--- config.mk ---
export PLATFORM = sky130hd
export DESIGN_NAME = csum_sched
export DESIGN_NICKNAME = d
export VERILOG_FILES = /design/src/rtl/csum_sched_pkg.sv /design/src/rtl/csum_sched_rr_arbiter.sv /design/src/rtl/csum_sched.sv
export SDC_FILE = /design/constraint.sdc
export NUM_CORES = 1
export LEC_CHECK = 0
export CORE_ASPECT_RATIO = 1.4
export CORE_MARGIN = 4
export CORE_UTILIZATION = 39
export DETAILED_ROUTE_END_ITERATION = 6
export PLACE_DENSITY_LB_ADDON = 0.2
export SLEW_MARGIN = 0
export SYNTH_ARGS = -nofsm -noshare
export SYNTH_HDL_FRONTEND = slang
export SYNTH_SLANG_ARGS = --single-unit
export TNS_END_PERCENT = 50
--- constraint.sdc ---
create_clock -name clk -period 3.45 [get_ports clk]
set_clock_uncertainty 0.05 [all_clocks]
set_input_delay 0.345 -clock clk [delete_from_list [all_inputs] [get_ports clk]]
set_output_delay 0.345 -clock clk [all_outputs]
set_load 0.03 [all_outputs]
--- src/rtl/csum_sched_pkg.sv ---
// rtl/csum_sched_pkg.sv - shared state encodings and constants for the csum scheduler
package csum_sched_pkg;

    typedef enum logic [1:0] {
        CSUM_S_IDLE  = 2'd0,
        CSUM_S_GRANT = 2'd1,
        CSUM_S_RUN   = 2'd2,
        CSUM_S_DRAIN = 2'd3
    } csum_state_t;

    localparam logic [15:0] CSUM_ERR_DATA = 16'hFFFF;

endpackage

--- src/rtl/csum_sched_rr_arbiter.sv ---
// rtl/csum_sched_rr_arbiter.sv - combinational round-robin pick starting after last_grant
module rr_arbiter #(
    parameter int N_LANES = 4,
    parameter int LANE_W  = 2
) (
    input  logic [N_LANES-1:0] req,
    input  logic [LANE_W-1:0]  last_grant,
    output logic [N_LANES-1:0] win,
    output logic [LANE_W-1:0]  win_idx
);

    logic              found;
    logic [LANE_W-1:0] idx;

    always_comb begin
        win     = '0;
        win_idx = '0;
        found   = 1'b0;
        idx     = '0;
        for (int i = 1; i <= N_LANES; i++) begin
            idx = LANE_W'((int'(last_grant) + i) % N_LANES);
            if (!found && req[idx]) begin
                found    = 1'b1;
                win[idx] = 1'b1;
                win_idx  = idx;
            end
        end
    end

endmodule

--- src/rtl/csum_sched.sv ---
// rtl/csum_sched.sv - round-robin scheduler sharing one csum engine among N_LANES lanes
// Optional engine watchdog enabled by defining CSUM_TIMEOUT_EN.
module csum_sched
    import csum_sched_pkg::*;
#(
    parameter int N_LANES        = 4,
    parameter int LANE_W         = 2,
    parameter int TIMEOUT_CYCLES = 4096
) (
    input  logic                  clk,
    input  logic                  rst_n,
    input  logic [N_LANES-1:0]    req,
    input  logic [8*N_LANES-1:0]  req_ksize,
    output logic [N_LANES-1:0]    gnt,
    output logic [LANE_W-1:0]     fifo_sel,
    output logic                  eng_start,
    output logic [7:0]            eng_ksize,
    output logic                  eng_abort,
    input  logic                  eng_done,
    input  logic [15:0]           eng_result,
    output logic                  res_valid,
    input  logic                  res_ready,
    output logic [15:0]           res_data,
    output logic [LANE_W-1:0]     res_tag,
    output logic                  res_err,
    output logic                  busy
);

    if (N_LANES < 2 || N_LANES > 8 || (1 << LANE_W) < N_LANES ||
        TIMEOUT_CYCLES < 2 || TIMEOUT_CYCLES > 65535) begin : g_bad_cfg
        $error("csum_sched: unsupported parameter combination");
    end

    csum_state_t       state;
    logic [LANE_W-1:0] last_grant;
    logic [N_LANES-1:0] win;
    logic [LANE_W-1:0] win_idx;
    logic [7:0]        win_ksize;

    rr_arbiter #(.N_LANES(N_LANES), .LANE_W(LANE_W)) u_arb (
        .req        (req),
        .last_grant (last_grant),
        .win        (win),
        .win_idx    (win_idx)
    );

    always_comb begin
        win_ksize = '0;
        for (int i = 0; i < N_LANES; i++) begin
            if (win_idx == LANE_W'(i)) win_ksize = req_ksize[8*i +: 8];
        end
    end

`ifdef CSUM_TIMEOUT_EN
    logic [15:0] tmo_cnt;
    logic        expire;

    // Counts RUN cycles; expiry lands on the TIMEOUT_CYCLES-th RUN cycle.
    assign expire = (tmo_cnt == 16'(TIMEOUT_CYCLES - 1));

    always_ff @(posedge clk or negedge rst_n) begin
        if (!rst_n)                     tmo_cnt <= '0;
        else if (state == CSUM_S_GRANT) tmo_cnt <= '0;
        else if (state == CSUM_S_RUN)   tmo_cnt <= tmo_cnt + 16'd1;
    end
`endif

    always_ff @(posedge clk or negedge rst_n) begin
        if (!rst_n) begin
            state      <= CSUM_S_IDLE;
            last_grant <= LANE_W'(N_LANES - 1);
            gnt        <= '0;
            fifo_sel   <= '0;
            eng_start  <= 1'b0;
            eng_ksize  <= '0;
            eng_abort  <= 1'b0;
            res_valid  <= 1'b0;
            res_data   <= '0;
            res_tag    <= '0;
            res_err    <= 1'b0;
            busy       <= 1'b0;
        end else begin
            gnt       <= '0;
            eng_start <= 1'b0;
            eng_abort <= 1'b0;
            case (state)
                CSUM_S_IDLE: begin
                    if (|req) begin
                        gnt        <= win;
                        fifo_sel   <= win_idx;
                        eng_ksize  <= win_ksize;
                        eng_start  <= (win_ksize != 8'd0);
                        last_grant <= win_idx;
                        busy       <= 1'b1;
                        state      <= CSUM_S_GRANT;
                    end
                end
                CSUM_S_GRANT: begin
                    // Empty kernel skips the engine and reports a zero sum.
                    if (eng_ksize == 8'd0) begin
                        res_valid <= 1'b1;
                        res_data  <= '0;
                        res_tag   <= fifo_sel;
                        res_err   <= 1'b0;
                        state     <= CSUM_S_DRAIN;
                    end else begin
                        state <= CSUM_S_RUN;
                    end
                end
                CSUM_S_RUN: begin
                    if (eng_done) begin
                        res_valid <= 1'b1;
                        res_data  <= eng_result;
                        res_tag   <= fifo_sel;
                        res_err   <= 1'b0;
                        state     <= CSUM_S_DRAIN;
                    end
`ifdef CSUM_TIMEOUT_EN
                    else if (expire) begin
                        eng_abort <= 1'b1;
                        res_valid <= 1'b1;
                        res_data  <= CSUM_ERR_DATA;
                        res_tag   <= fifo_sel;
                        res_err   <= 1'b1;
                        state     <= CSUM_S_DRAIN;
                    end
`endif
                end
                CSUM_S_DRAIN: begin
                    if (res_ready) begin
                        res_valid <= 1'b0;
                        res_err   <= 1'b0;
                        busy      <= 1'b0;
                        state     <= CSUM_S_IDLE;
                    end
                end
                default: state <= CSUM_S_IDLE;
            endcase
        end
    end

endmodule
Word level (Yosys, flattened, before mapping)
Cells that the tools add are included.
Operators by class
  magnitude comparators: 8
  reductions and logical operators: 23
  div/mod/pow operators: 0
  shift-type cells: 0
  bitwise gates (word level): 3
  equality and inequality tests: 10
  multipliers: 0
  multiplexer cells: 55
  add/sub/neg operators: 4
Operator list (number)
  16-bit two-way mux: 2
  8-bit two-way mux: 4
  16-bit case mux with 2 select lines: 1
  4-bit two-way mux: 6
  1-bit two-way mux: 20
  2-bit two-way mux: 9
  2-bit by 3-bit less-than comparator with 1-bit output, second input constant: 4
  4-bit bitwise OR: 3
  3-bit AND reduction: 3
  1-bit binary-select mux with 2-bit select: 4
  1-bit demux with 2-bit select: 4
  2-bit == test, second input constant: 4
  2-bit by 1-bit greater-or-equal comparator with 1-bit output, second input constant: 4
  8-bit logical NOT: 1
  2-bit inequality test, second input constant: 4
  2-bit case mux with 4 select lines: 1
  8-bit nonzero test: 1
  1-bit logical AND: 7
  1-bit case mux with 3 select lines: 2
  2-bit by 1-bit adder with 2-bit output, second input constant: 2
  2-bit adder, second input constant: 2
  2-bit by 1-bit == test with 1-bit output, second input constant: 2
  2-bit logical NOT: 2
  2-bit case mux with 2 select lines: 1
  other kinds (7): 10
Word-level totals
  bits of input ports: 56
  memories kept: 0
  memory bits (read-only): 0
  RAM bits: 0
  flip-flop bits (word level): 40
  word-level logic and storage cells: 114
  latch bits: 0
  output and inout bits: 37

Logic depth before layout (Yosys ltp)
Gate-level depths: netlist of the first run.
  depth after elaboration: 21
  depth in mapped cells: 11
  mapped depth without buffers: 9

By module
Synthesis of the first run repeated with hierarchy kept, for this count alone.
Second synthesis, totals
  cell total of the unflattened synthesis: 239
  area, all modules: 2446.1 µm²
By module, submodules not included
  csum_sched: cells an instance 180, area an instance 1955.6 µm², times used 1
  rr_arbiter: cells an instance 59, area an instance 490.5 µm², times used 1

Worst setup path after synthesis of the first run
No wires, ideal clock.
  kind: flip-flop to flip-flop
  from: register last_grant[0]
  to: register eng_start
  data required time: 3264 ps
  clock period less this slack: 3205 ps
  stages on the path, launching flop included: 11
  setup slack: 245 ps
  arrival time: 3019 ps
  cells stage by stage: dfstp_2 buf_6 inv_1 ha_1 mux4_2 nor2b_1 o32a_1 buf_4 mux4_1 nor4_1 a21oi_1
On the way
  word-level cells in the longest chain between the ends: 21
  elaborated cells between the ends (all ways): 36
Ends and longest elaborated chain
  from (decl): RTL line csum_sched.sv:35  | logic [LANE_W-1:0] last_grant;
  from (signal assigned): RTL line csum_sched.sv:71  | last_grant <= LANE_W'(N_LANES - 1);
  from (signal assigned): RTL line csum_sched.sv:93  | last_grant <= win_idx;
  2-bit by 1-bit adder with 2-bit output: RTL line csum_sched_rr_arbiter.sv:21  | idx = LANE_W'((int'(last_grant) + i) % N_LANES);
  1-bit binary-select mux with 2-bit select: RTL line csum_sched_rr_arbiter.sv:22  | if (!found && req[idx]) begin
  1-bit two-way mux (implied by the code): RTL line csum_sched_rr_arbiter.sv:22
  1-bit two-way mux: RTL line csum_sched_rr_arbiter.sv:22
  1-bit logical NOT: RTL line csum_sched_rr_arbiter.sv:22
  1-bit logical AND: RTL line csum_sched_rr_arbiter.sv:22
  1-bit two-way mux: RTL line csum_sched_rr_arbiter.sv:22
  1-bit logical NOT: RTL line csum_sched_rr_arbiter.sv:22
  [3 not listed]
  1-bit logical AND: RTL line csum_sched_rr_arbiter.sv:22
  2-bit two-way mux (*): RTL line csum_sched_rr_arbiter.sv:22
  2-bit logical NOT: RTL line csum_sched.sv:50  | if (win_idx == LANE_W'(i)) win_ksize = req_ksize[8*i +: 8];
  8-bit two-way mux (3 in series): RTL line csum_sched.sv:50
  8-bit two-way mux (*): RTL line csum_sched.sv:50
  8-bit nonzero test (*): RTL line csum_sched.sv:92  | eng_start <= (win_ksize != 8'd0);
  1-bit two-way mux (*): RTL line csum_sched.sv:88  | if (|req) begin
  1-bit two-way mux (*): RTL line csum_sched.sv:86  | case (state)
  to (signal assigned): RTL line csum_sched.sv:92
  to (decl): RTL line csum_sched.sv:16  | output logic eng_start,
Mark *: on every way between the ends. The rest lies on a longest branch, timed or not. The select of a mux whose other input is x is not followed.
A chain may end at the register's enable or synchronous reset.

Final worst setup path of the first run
Same ends and word-level chain as after synthesis.

==> results.tsv, run 1 <==
metric	value	unit
drive_gt1_share	13.1	%
final_cell_mix	89 x clkdlybuf4s50_1, 67 x nand2_1, 37 x dfrtp_1	
post-dp-hpwl	4.65	mm
fillers	496	
place_ws	0.0482	ns
worstSetupEndpointType	register	
wl_per_cell	14.6	um
final_core_util	61.6	%
grt_pass1_vias	2054	
p_leak	1.56	nW
grt_pass1_wl	9.52	mm
cp.arrival	3.35	ns
pwr_density_cell	897	nW/um^2
synth.area.top_cells	dfrtp_1 41%, nand2_1 11%, mux4_2 8.9%	
synth_area_leader_cell	dfrtp_1	
grt_util_all_layers	16.7	%
whs	0.111	ns
setup_viol	0	
via_per_inst	5.16	
min_path_type	primary input to async pin	
core-area	5570	um^2
multi_input_area	1190	um^2
finalSetupTns	0	ns
drc_errors	0	
place_area	3260	um^2
fin_total_pwr	3.07	mW
syn_inst	237	
p_int	1.75	mW
numCtsBuffers	5	
fmax	308	MHz
worst_setup_path_start_kind	register	
swShare	43.2	%
drt_first_pass_iters	4	
synth_top_area_share	40.8	%
io_pins	93	
crit_path_max_fanout	6	
p_switching	1.33	mW
hold_viol	0	
start_util	40.8	%
fin_crit_sh	94.1	%
combPwrFrac	63.4	%
power_frac_seq	24.1	%
fin_ws	0.203	ns
io_buffers	90	
postRouteAntennaNets	0	
ctsHtreeMaxLevel	2	
maxSlewViolCount	0	
final_area	3430	um^2
die_area	7120	um^2
clockBufferDepth	2	
num_rows	32	
yosys_warnings	0	
drv_cap	0	
gp_congestion	0.926	
clkLatencyLatePin	0.29	ns
fin_cells	405	
placed_cells	390	
clockPowerShare	12.4	%
antenna_found_initial	0	
cts_tree	done	
drt_iter0_markers	94	
die_y	98.3	um
seq_area_frac_synth	43.1	%
period_needed	3.25	ns
peakVddDrop	0.443	mV
diodes	0	
ys_ff_latch	39	
max_slew.worst_pin.slew	0.870	ns
syn_area_per_cell	9.58	um^2
mostFrequentLayoutCell	clkdlybuf4s50_1	
finalWirelength	5.92	mm
synth_cell_type_count	38	
critical_path_class	register to register	
slew_headroom	42.0	%
grt_start_max_net_pins	40	
cts.root.buffer_cell	clkbuf_8	
grt_overflow_total	0	
path_clk_slew	0.08	ns
cts_num_sinks	39	
layout.nets	402	
regArea	978	um^2
syn2layout_area_growth	50.9	%
status	finished, final reports clean	
vias	2091	
crit_required	3.55	ns
synth_area	2270	um^2
die_width	72.5	um
hold_buffers	0	
## critical path, cell delays in order (launching register included)
cell     delay [ns]
dfstp_2        0.58
inv_1          0.10
ha_2           0.38
mux4_2         0.35
or3_4          0.40
nor3_4         0.17
nor4_4         0.07
buf_4          0.17
buf_4          0.15
mux4_2         0.31
nor4_2         0.29
a21oi_1        0.09
## cells by family after synthesis
logic type,after synthesis,synth area share [%]
adders and majority gates,10,5.51
buffers and inverters,23,4.96
other,1,0.165
DFF,39,43.1
AOI/OAI and AO/OA,31,9.31
muxes,13,12.1
and+or+nand+nor,120,24.8
## power by group through the flow
stage               clock, mW  sequential [mW]  combinational (mW)
floorplan                   0             1.01                1.01
global placement            0            0.764                1.82
detailed placement          0            0.773                1.85
CTS                     0.394            0.763                1.85
global route            0.414            0.765                2.12
finish                  0.382            0.742                1.95
## worst paths after layout
| path | start | to | slack, ns | depth (start not counted) |
|---|---|---|---|---|
| worst max register to register | last_grant[0] | eng_start | 0.20 | 11 |
| min in group clk | res_data[6] | res_data[6] | 0.42 | 2 |
| worst max-delay path | last_grant[0] | eng_start | 0.20 | 11 |
| max in group asynchronous | rst_n | eng_ksize[2] | 2.69 | 1 |
| worst min register to register | res_data[6] | res_data[6] | 0.42 | 2 |
| worst min-delay path | rst_n | res_data[15] | 0.11 | 1 |
## repair_timing
item / CTS / global route
setup buffers: 0 / 7
gates resized for setup: 0 / 2
endpoints found under the setup margin: 0 / 1
## synthesized netlist by cell type
cell / count
a211oi_1: 1
a21boi_0: 2
a21oi_1: 5
a221oi_1: 4
a22o_1: 1
a22oi_1: 4
a31oi_1: 2
and3b_1: 2
buf_4: 3
buf_6: 2
clkbuf_1: 11
conb_1: 1
dfrtp_1: 37
dfstp_2: 2
ha_1: 10
inv_1: 7
mux2i_1: 2
mux4_1: 2
mux4_2: 9
nand2_1: 67
nand2b_1: 1
nand3_1: 16
nand4_1: 1
nor2_1: 16
nor2b_1: 6
nor3_1: 2
nor3_4: 1
nor3b_1: 2
nor4_1: 3
nor4_2: 1
nor4_4: 1
o21a_1: 1
o21ai_0: 7
o21ai_1: 1
o221a_2: 1
o22a_1: 1
o32a_1: 1
or3_4: 1
## per-layer routing
layer / global-route usage [%] / wire (um)
met5: 0 / 0
met2: 28.8 / 3070
met4: 9.23 / 228
met1: 19.0 / 2200
met3: 3.30 / 418
## flip-flops by register name, indices dropped and copies added, names as in the netlist
register / cells
busy: 1
eng_ksize: 8
eng_start: 1
fifo_sel: 2
gnt: 4
last_grant: 2
res_data: 16
res_tag: 2
res_valid: 1
state: 2
## area by class of cell
cell class              count  share of cell area, %
clock buffers               5                   2.01
inverters                   7                  0.767
repair buffers            107                   30.2
multi-input cells         176                   34.7
well taps                  68                   2.48
clock inverters             3                   1.28
flip-flops and latches     39                   28.6
Power figures use the tool's default switching activity.
==> inputs of run 2 (changes only) <==
==> constraint.sdc (replaced) <==
create_clock -name clk -period 3.45 [get_ports clk]
set_clock_uncertainty 0.05 [all_clocks]
set_input_delay 0.8625 -clock clk [delete_from_list [all_inputs] [get_ports clk]]
set_output_delay 0.8625 -clock clk [all_outputs]
set_load 0.03 [all_outputs]
==> run 2 against run 1 <==
Sequential share of layout area fell by 0.71 points. Wire length down 3.0%. Final area increased by 2.6%. Clock-buffer cell count up 1. Largest cell class unchanged. Die area unchanged. Sequential power is 1% lower. Global-route usage is essentially flat. Clock power grew 15%.
==> results.tsv, run 2 (synthesized netlist as in run 1, its figures left out) <==
metric	value	unit
crit_buf_inv	2	
slew_headroom	42.4	%
maxSlewViolCount	0	
grtUsageMet2	29.7	%
core-area	5570	um^2
fin_total_pwr	3.17	mW
multi_input_area	1180	um^2
p_leak	1.61	nW
worstSetupEndpointType	register	
io_buffers	90	
hold_buffers	0	
numCtsBuffers	5	
drc_errors	0	
drive_gt1_share	14.2	%
clkLatencyLatePin	0.28	ns
drv_cap	0	
slowest_delay	0.57	ns
grt_util_all_layers	16.7	%
pwr_density_cell	903	nW/um^2
diodes	0	
finalWirelength	5.74	mm
fin_ws	0.182	ns
gp_congestion	0.834	
cts_tree	done	
postRouteAntennaNets	0	
grt_pass1_wl	9.58	mm
whs	0.415	ns
critical_path_class	primary input to register	
worst_setup_path_start_kind	primary input	
cp.arrival	3.39	ns
drt_iter0_markers	143	
die_area	7120	um^2
start_util	40.8	%
hold_viol	0	
slowest_stage	mux4_1	
status	finished, final reports clean	
die_y	98.3	um
syn2layout_area_growth	54.8	%
crit_path_max_fanout	9	
fillers	485	
vias	2030	
io_pins	93	
fin_crit_sh	94.7	%
regArea	978	um^2
grt_pass1_vias	2075	
cp_top_family	multiplexers	
drt_first_pass_iters	4	
path_clk_slew	0.07	ns
crit_required	3.57	ns
antenna_found_initial	0	
peakVddDrop	0.484	mV
via_per_inst	4.92	
wl_per_cell	13.9	um
reg_top3	res_data x16, eng_ksize x8, gnt x4	
final_cell_mix	89 x clkdlybuf4s50_1, 67 x nand2_1, 37 x dfrtp_1	
layout.nets	410	
global_route.usage.met1	19.1	%
setup_viol	0	
grt_overflow_total	0	
max_slew.worst_pin.slew	0.864	ns
fmax	306	MHz
mostFrequentLayoutCell	clkdlybuf4s50_1	
top_register	res_data	
grt_start_max_net_pins	40	
clockBufferDepth	2	
cp_cell_sequence	clkdlybuf4s50_1 -> mux4_2 -> nor2b_1 -> o32a_1 -> buf_12 -> mux4_1 -> nor4_1 -> a21oi_1	
period_needed	3.27	ns
die_width	72.5	um
cts_num_sinks	39	
use_met3	3.40	%
num_rows	32	
top_usage_layer	met2	
post-dp-hpwl	4.57	mm
cts.root.buffer_cell	clkbuf_8	
min_path_type	register to register	
ctsHtreeMaxLevel	2	
rsz0062_at_grt	false	
largest_register_ffs	16	
place_ws	-0.195	ns
[run 2: cell types whose count changed in the layout (fill, tap and decap cells not counted), sizes merged]
| cell | previous run | this run |
|---|---|---|
| buf | 18 | 26 |
| bufinv | 1 | 2 |
| clkbuf | 5 | 6 |
| clkinv | 2 | 0 |
[run 2: tightest hold or removal path, cell delays in order, from the launching register on]
cell	delay, ns
dfrtp_1	0.34
nand2_1	0.05
nand2_1	0.05
[run 2: through the flow]
stage,utilization [%],area [um^2],std cells,setup TNS (ns)
finish,63.2,3510,413,0
global route,63.2,3510,413,0
CTS,62.8,3490,412,0
detailed placement,60.4,3360,404,-0.227
global placement,60.4,3360,404,-0.0938
floorplan,-,2270,238,0
[run 2: worst paths after layout]
kind | from | end | slack [ns] | depth (start not counted)
max | req[1] | eng_start | 0.18 | 8
min | res_data[14] | res_data[14] | 0.41 | 2
max reg2reg | last_grant[0] | eng_start | 0.38 | 9
min reg2reg | res_data[14] | res_data[14] | 0.41 | 2
max in group asynchronous | rst_n | res_data[0] | 2.17 | 1
min in group asynchronous | rst_n | res_data[4] | 0.64 | 1
[run 2: timing repair]
| item | CTS | global route |
|---|---|---|
| gates resized for setup | 0 | 0 |
| setup endpoints to repair | 0 | 1 |
| setup buffers | 0 | 1 |
[run 2: cell type report]
type / instances / area share, %
well taps: 68 / 2.42
clock buffers: 6 / 2.06
inverters: 7 / 0.748
flip-flops and latches: 39 / 27.8
multi-input cells: 176 / 33.7
repair buffers: 115 / 31.5
clock inverters: 2 / 1.71
[run 2: power breakdown]
part           switching (mW)  internal (mW)
registers               0.102          0.632
logic                    1.06          0.944
clock network           0.151          0.289
total                    1.31           1.86
[run 2: layer usage]
metal	share of wire (%)	up-vias
met3	6.1	11
li1	-	1033
met4	2.2	0
met2	53	63
met5	0	-
met1	39	923
==> inputs of run 3 (changes only) <==
--- a/config.mk
+++ b/config.mk
@@ -9,4 +9,5 @@
 export CORE_MARGIN = 4
 export CORE_UTILIZATION = 39
+export CTS_BUF_LIST = sky130_fd_sc_hd__clkbuf_16
 export DETAILED_ROUTE_END_ITERATION = 6
 export PLACE_DENSITY_LB_ADDON = 0.2
@@ -15,3 +16,3 @@
 export SYNTH_HDL_FRONTEND = slang
 export SYNTH_SLANG_ARGS = --single-unit
-export TNS_END_PERCENT = 50
+export TNS_END_PERCENT = 10
==> constraint.sdc (replaced) <==
create_clock -name clk -period 3.45 [get_ports clk]
set_clock_uncertainty 0.05 [all_clocks]
set_input_delay 0.69 -clock clk [delete_from_list [all_inputs] [get_ports clk]]
set_output_delay 0.69 -clock clk [all_outputs]
set_load 0.03 [all_outputs]
==> run 3 against run 2 <==
Register-to-register slack got worse by 0.04 ns. Die area unchanged. First-iteration DRC count decreased by 41%. Flip-flop and latch count unchanged. Clock power increased by 15%. Clock-buffer cell count decreased by 1. Critical path depth unchanged. Worst setup slack improved by 0.10 ns. Global-route usage decreased by 0.25 points. Wire length decreased by 0.85%. Sequential power about the same. Non-clock buffer count decreased by 8.
==> results.tsv, run 3 (synthesized netlist as in run 1, its figures left out) <==
metric	value	unit
clockPowerShare	16.0	%
min-delay-start	res_data[9]	
p_switching	1.31	mW
cts.root.buffer_cell	clkbuf_16	
postRouteAntennaNets	0	
syn2layout_area_growth	52.9	%
max_slew.worst_pin.slew	0.827	ns
fin_ws	0.286	ns
num_rows	32	
worstSetupEndpointType	register	
cp_cell_sequence	clkdlybuf4s50_1 -> mux4_2 -> nor2b_1 -> o32a_1 -> buf_12 -> mux4_2 -> nor4_1 -> a21oi_1	
mostFrequentLayoutCell	clkdlybuf4s50_1	
drt_first_pass_iters	4	
grt_overflow_total	0	
fin_crit_sh	91.7	%
fmax	316	MHz
p_leak	1.58	nW
wl_per_cell	14.1	um
vias	2070	
io_buffers	90	
status	finished, final reports clean	
post-dp-hpwl	4.52	mm
ctsHtreeMaxLevel	2	
grt_pass1_wl	9.45	mm
power_frac_seq	23.2	%
slew_headroom	44.8	%
grt_pass1_vias	2088	
final_cell_mix	89 x clkdlybuf4s50_1, 67 x nand2_1, 37 x dfrtp_1	
cts_num_sinks	39	
cp.arrival	3.27	ns
drc_errors	0	
swShare	41.6	%
drt_iter0_markers	85	
rsz0062_at_grt	false	
place_area	3310	um^2
fin_total_pwr	3.16	mW
peakVddDrop	0.564	mV
setup_viol	0	
clkLatencyLatePin	0.28	ns
place_ws	-0.0265	ns
start_util	40.8	%
slowest_delay	0.58	ns
r2r_start	last_grant[0]	
crit_required	3.56	ns
io_pins	93	
largest_register_ffs	16	
clockBufferDepth	2	
antenna_found_initial	0	
numCtsBuffers	5	
critical_path_class	primary input to register	
gp_congestion	0.850	
grt_util_all_layers	16.4	%
whs	0.414	ns
cts_setup_buffers	0	
finalSetupTns	0	ns
via_per_inst	5.11	
drive_gt1_share	12.2	%
finalWirelength	5.69	mm
worst_setup_path_start_kind	primary input	
grt_start_max_net_pins	40	
final_area	3470	um^2
layout.nets	402	
path_clk_slew	0.05	ns
min_path_type	register to register	
slowest_stage	mux4_2	
combPwrFrac	60.8	%
core-area	5570	um^2
diodes	0	
p_int	1.85	mW
hold_buffers	0	
hold_viol	0	
period_needed	3.16	ns
pwr_density_cell	910	nW/um^2
cts_tree	done	
r2r-end	eng_start	
reg_top3	res_data x16, eng_ksize x8, gnt x4	
rrSetupSlack	0.34	ns
die_area	7120	um^2
crit_path_max_fanout	9	
ff2ff_path_depth	9	
min_to	res_data[9]	
die_y	98.3	um
die_width	72.5	um
hold_depth	2	
drv_cap	0	
maxSlewViolCount	0	
cts_resized	0	
crit_top_cell	mux4_2	
top_register	res_data	
-- run 3: worst max-delay path, delay by kind of cell --
family	cells	cell delay [ns]
AOI/OAI and AO/OA	2	0.43
buffers and inverters	2	0.69
and+or+nand+nor	2	0.45
muxes	2	1.01
-- run 3: power groups by stage --
stage / Combinational (mW) / Sequential, mW / Clock (mW)
after floorplan: 1.01 / 1.01 / 0
after global placement: 1.90 / 0.739 / 0
after detailed placement: 1.94 / 0.743 / 0
after CTS: 1.95 / 0.735 / 0.514
after global routing: 2.10 / 0.757 / 0.531
final: 1.92 / 0.734 / 0.504
-- run 3: through the flow --
step,util [%],instances
finish,62.4,405
global route,62.4,405
CTS,62.4,405
detailed placement,59.5,397
floorplan,-,238
global placement,59.5,397
-- run 3: worst max path at each step --
stage | startpoint | end | slack (ns) | cells past startpoint
after floorplan | last_grant[0] | eng_start | 0.24 | 10
after global placement | req[0] | eng_start | 0.03 | 8
after global routing | req[2] | eng_start | 0.09 | 8
after detailed placement | req[0] | eng_start | -0.03 | 8
final | req[0] | eng_start | 0.29 | 8
after CTS | req[0] | eng_start | 0.28 | 8
-- run 3: final cells by class --
class | instances | area, um^2
clock inverter | 3 | 38.8
inverter | 7 | 26.3
sequential | 39 | 978
fill | 509 | 2090
tap | 68 | 85.1
multi-input combinational | 176 | 1180
clock buffer | 5 | 125
timing repair buffer | 107 | 1040
-- run 3: per-layer routing --
layer	GRT usage [%]	routed length, um
met1	18.0	2150
met5	0	0
met4	6.68	110
met3	3.09	410
met2	30.3	3020
==> RTL change, RTL diff (settings of run 3) <==
`LANE_W` is set to 2 in 2 places; all go to 3.
--- a/src/rtl/csum_sched_rr_arbiter.sv
+++ b/src/rtl/csum_sched_rr_arbiter.sv
@@ -1,7 +1,7 @@
 // rtl/csum_sched_rr_arbiter.sv - combinational round-robin pick starting after last_grant
 module rr_arbiter #(
     parameter int N_LANES = 4,
-    parameter int LANE_W  = 2
+    parameter int LANE_W  = 3
 ) (
     input  logic [N_LANES-1:0] req,
     input  logic [LANE_W-1:0]  last_grant,
--- a/src/rtl/csum_sched.sv
+++ b/src/rtl/csum_sched.sv
@@ -4,7 +4,7 @@
     import csum_sched_pkg::*;
 #(
     parameter int N_LANES        = 4,
-    parameter int LANE_W         = 2,
+    parameter int LANE_W         = 3,
     parameter int TIMEOUT_CYCLES = 4096
 ) (
     input  logic                  clk,
Interface: changed (resized fifo_sel and res_tag); port bits go from 93 to 95. No check against the original RTL was run, so the function may have changed too.
==> RTL change against run 3 <==
Sequential share of layout area grew 0.061 points; setup slack worse by 57 ps; via count decreased by 2.2%; synthesized cell count fell by 1.3%; hold slack improved by 14 ps; wire length shrank 8.2%; power is 8.4% higher; global-route usage shrank 1.1 points; first-iteration DRC count is 31% lower; design area fell by 0.22%; sequential cell count stayed put; combinational power is 9.9% higher; area after synthesis grew 0.55%; non-clock buffer count decreased by 1.
==> RTL change: results (changes against run 3) <==
- GP Congestion: 0.793 (-6.8%)
- Synth Area in Adders: 5.48% (-0.030 points)
- Drt initial violations: 59 (-31%)
- Ys Warns: 0 (unchanged)
- Largest net degree at the start of global routing: 40 (unchanged)
- Worst path slowest cell: dfstp_2
- Register area share after synthesis: 42.8% (-0.24 points)
- Final-layout fill cell count: 486 (-4.5%)
- Met3 usage: 5.71% (+2.6 points)
- Hold Crit Class: register to register
- Maximum vdd drop: 502 µV (-11%)
- Setup bufs post-CTS: 0 (unchanged)
- Max stage delay on crit path: 650 ps (+70 ps)
- Clk Latency, worst-skew pair: 280 ps (about the same)
- Sw Share: 41.8% (+0.25 points)
- CTS resizes: 0 (unchanged)
- Syn_area_per_cell: 9.76 µm² (+1.8%)
- Nets: 398 (-1.0%)
- Top cells by count, synth: nand2_1, dfrtp_1, o21ai_0
- Max-slew violations: 0 (unchanged)
- Part of the power in registers: 24.0% (+0.8 points)
- Ranking of synthesized cells by area: dfrtp_1, nand2_1, mux4_2
- Worst-path maximum fanout: 10 (+1)
- Final Routed Wirelength: 5230 µm (-8.2%)
- P_comb: 2.11 mW (+9.9%)
- Synth unique cells: 37 (-2.6%)
- Vias per inst: 5.06 (-0.95%)
- Met1 Track Usage GR: 16.9% (-1.0 points)
- Total leakage power: 1.49 nW (-5.5%)
- Layout cell share with drive strength beyond 1: 12.3% (+0.18 points)
- HPWL after detailed placement: 4210 µm (-6.9%)
- All-Layer GR Usage: 15.3% (-1.1 points)
- GR Layer Usage met2: 25.6% (-4.7 points)
- Critical Path AT: 3320 ps (+50 ps)
- Worst-Margin Slew: 844 ps (+17.0 ps)
- Cells on Worst Hold Path: 2 (unchanged)
- Outcome: completed
- PnR Total Power: 3.42 mW (+8.4%)
- Post-synthesis mux area share: 13.0% (+0.92 points)
- Number of global-route vias before repair: 2,007 (-3.9%)
- Cell area after layout: 0.00347 mm² (-0.22%)
- Compound-Gate Fraction of Synth Area: 12.7% (+3.3 points)
- Placed insts: 393 (-1.0%)
- Pre-antenna DRT Iters: 4 (unchanged)
- Asr flop ratio synth: 100% (unchanged)
- Clk pin slew, worst setup/hold paths: 50 ps (about the same)
- First-pass GRT wire length: 8790 µm (-6.9%)
- Ys flop type: dfrtp_1
- Cell Count, Final, Fillers Out: 400 (-1.2%)
- Post-DP Area: 0.00331 mm² (about the same)
- Port Buffer Count: 90 (unchanged)
-- RTL change: cell types whose count changed in the layout (fill, tap and decap cells not counted), sizes merged --
cell / before / now
inv: 7 / 8
clkinv: 2 / 0
nor2: 16 / 15
nand2: 67 / 62
nand3: 16 / 0
a21boi: 2 / 3
conb: 2 / 4
mux2: 0 / 2
nand2b: 1 / 2
buf: 18 / 17
o21ai: 8 / 23
nor2b: 6 / 5
a21oi: 5 / 4
-- RTL change: final timing paths --
check                                    from           to  slack, ps
worst min register to register    res_data[8]  res_data[8]        430
min in group asynchronous               rst_n       gnt[3]        470
worst max register to register  last_grant[1]    eng_start        230
worst max-delay path            last_grant[1]    eng_start        230
worst min-delay path              res_data[8]  res_data[8]        430
max in group asynchronous               rst_n  res_data[0]       2350
-- RTL change: area by class of cell --
class / count / area share (%)
clock inverter: 2 / 0.975
inverter: 7 / 0.758
sequential: 39 / 28.2
tap: 68 / 2.45
multi-input combinational: 173 / 34.3
timing repair buffer: 106 / 29.7
clock buffer: 5 / 3.61
-- RTL change: cell families (layout without fill, tap and decap cells) --
logic type | count (synthesis) | in the layout
buffers and inverters | 25 | 120
adder cells (fa/ha/maj) | 10 | 10
multiplexers | 15 | 15
AO/OA/AOI/OAI | 46 | 46
AND/OR/NAND/NOR | 98 | 98
flip-flops | 39 | 39
other | 1 | 4
-- RTL change: stage by stage --
step           hold WS (ps)  util, %  setup WS, ps
2_1_floorplan           344        -           245
3_3_place_gp            414     59.0          31.6
3_5_place_dp            421     59.0         -5.88
4_1_cts                 433     61.8           225
5_1_grt                 452     61.8          70.8
6_report                428     61.8           229
-- RTL change: routing by layer --
layer,part of all wire (%),vias to the layer above
met2,47,92
met4,2.7,0
met1,39,916
met3,12,12
li1,-,1005
met5,0,-
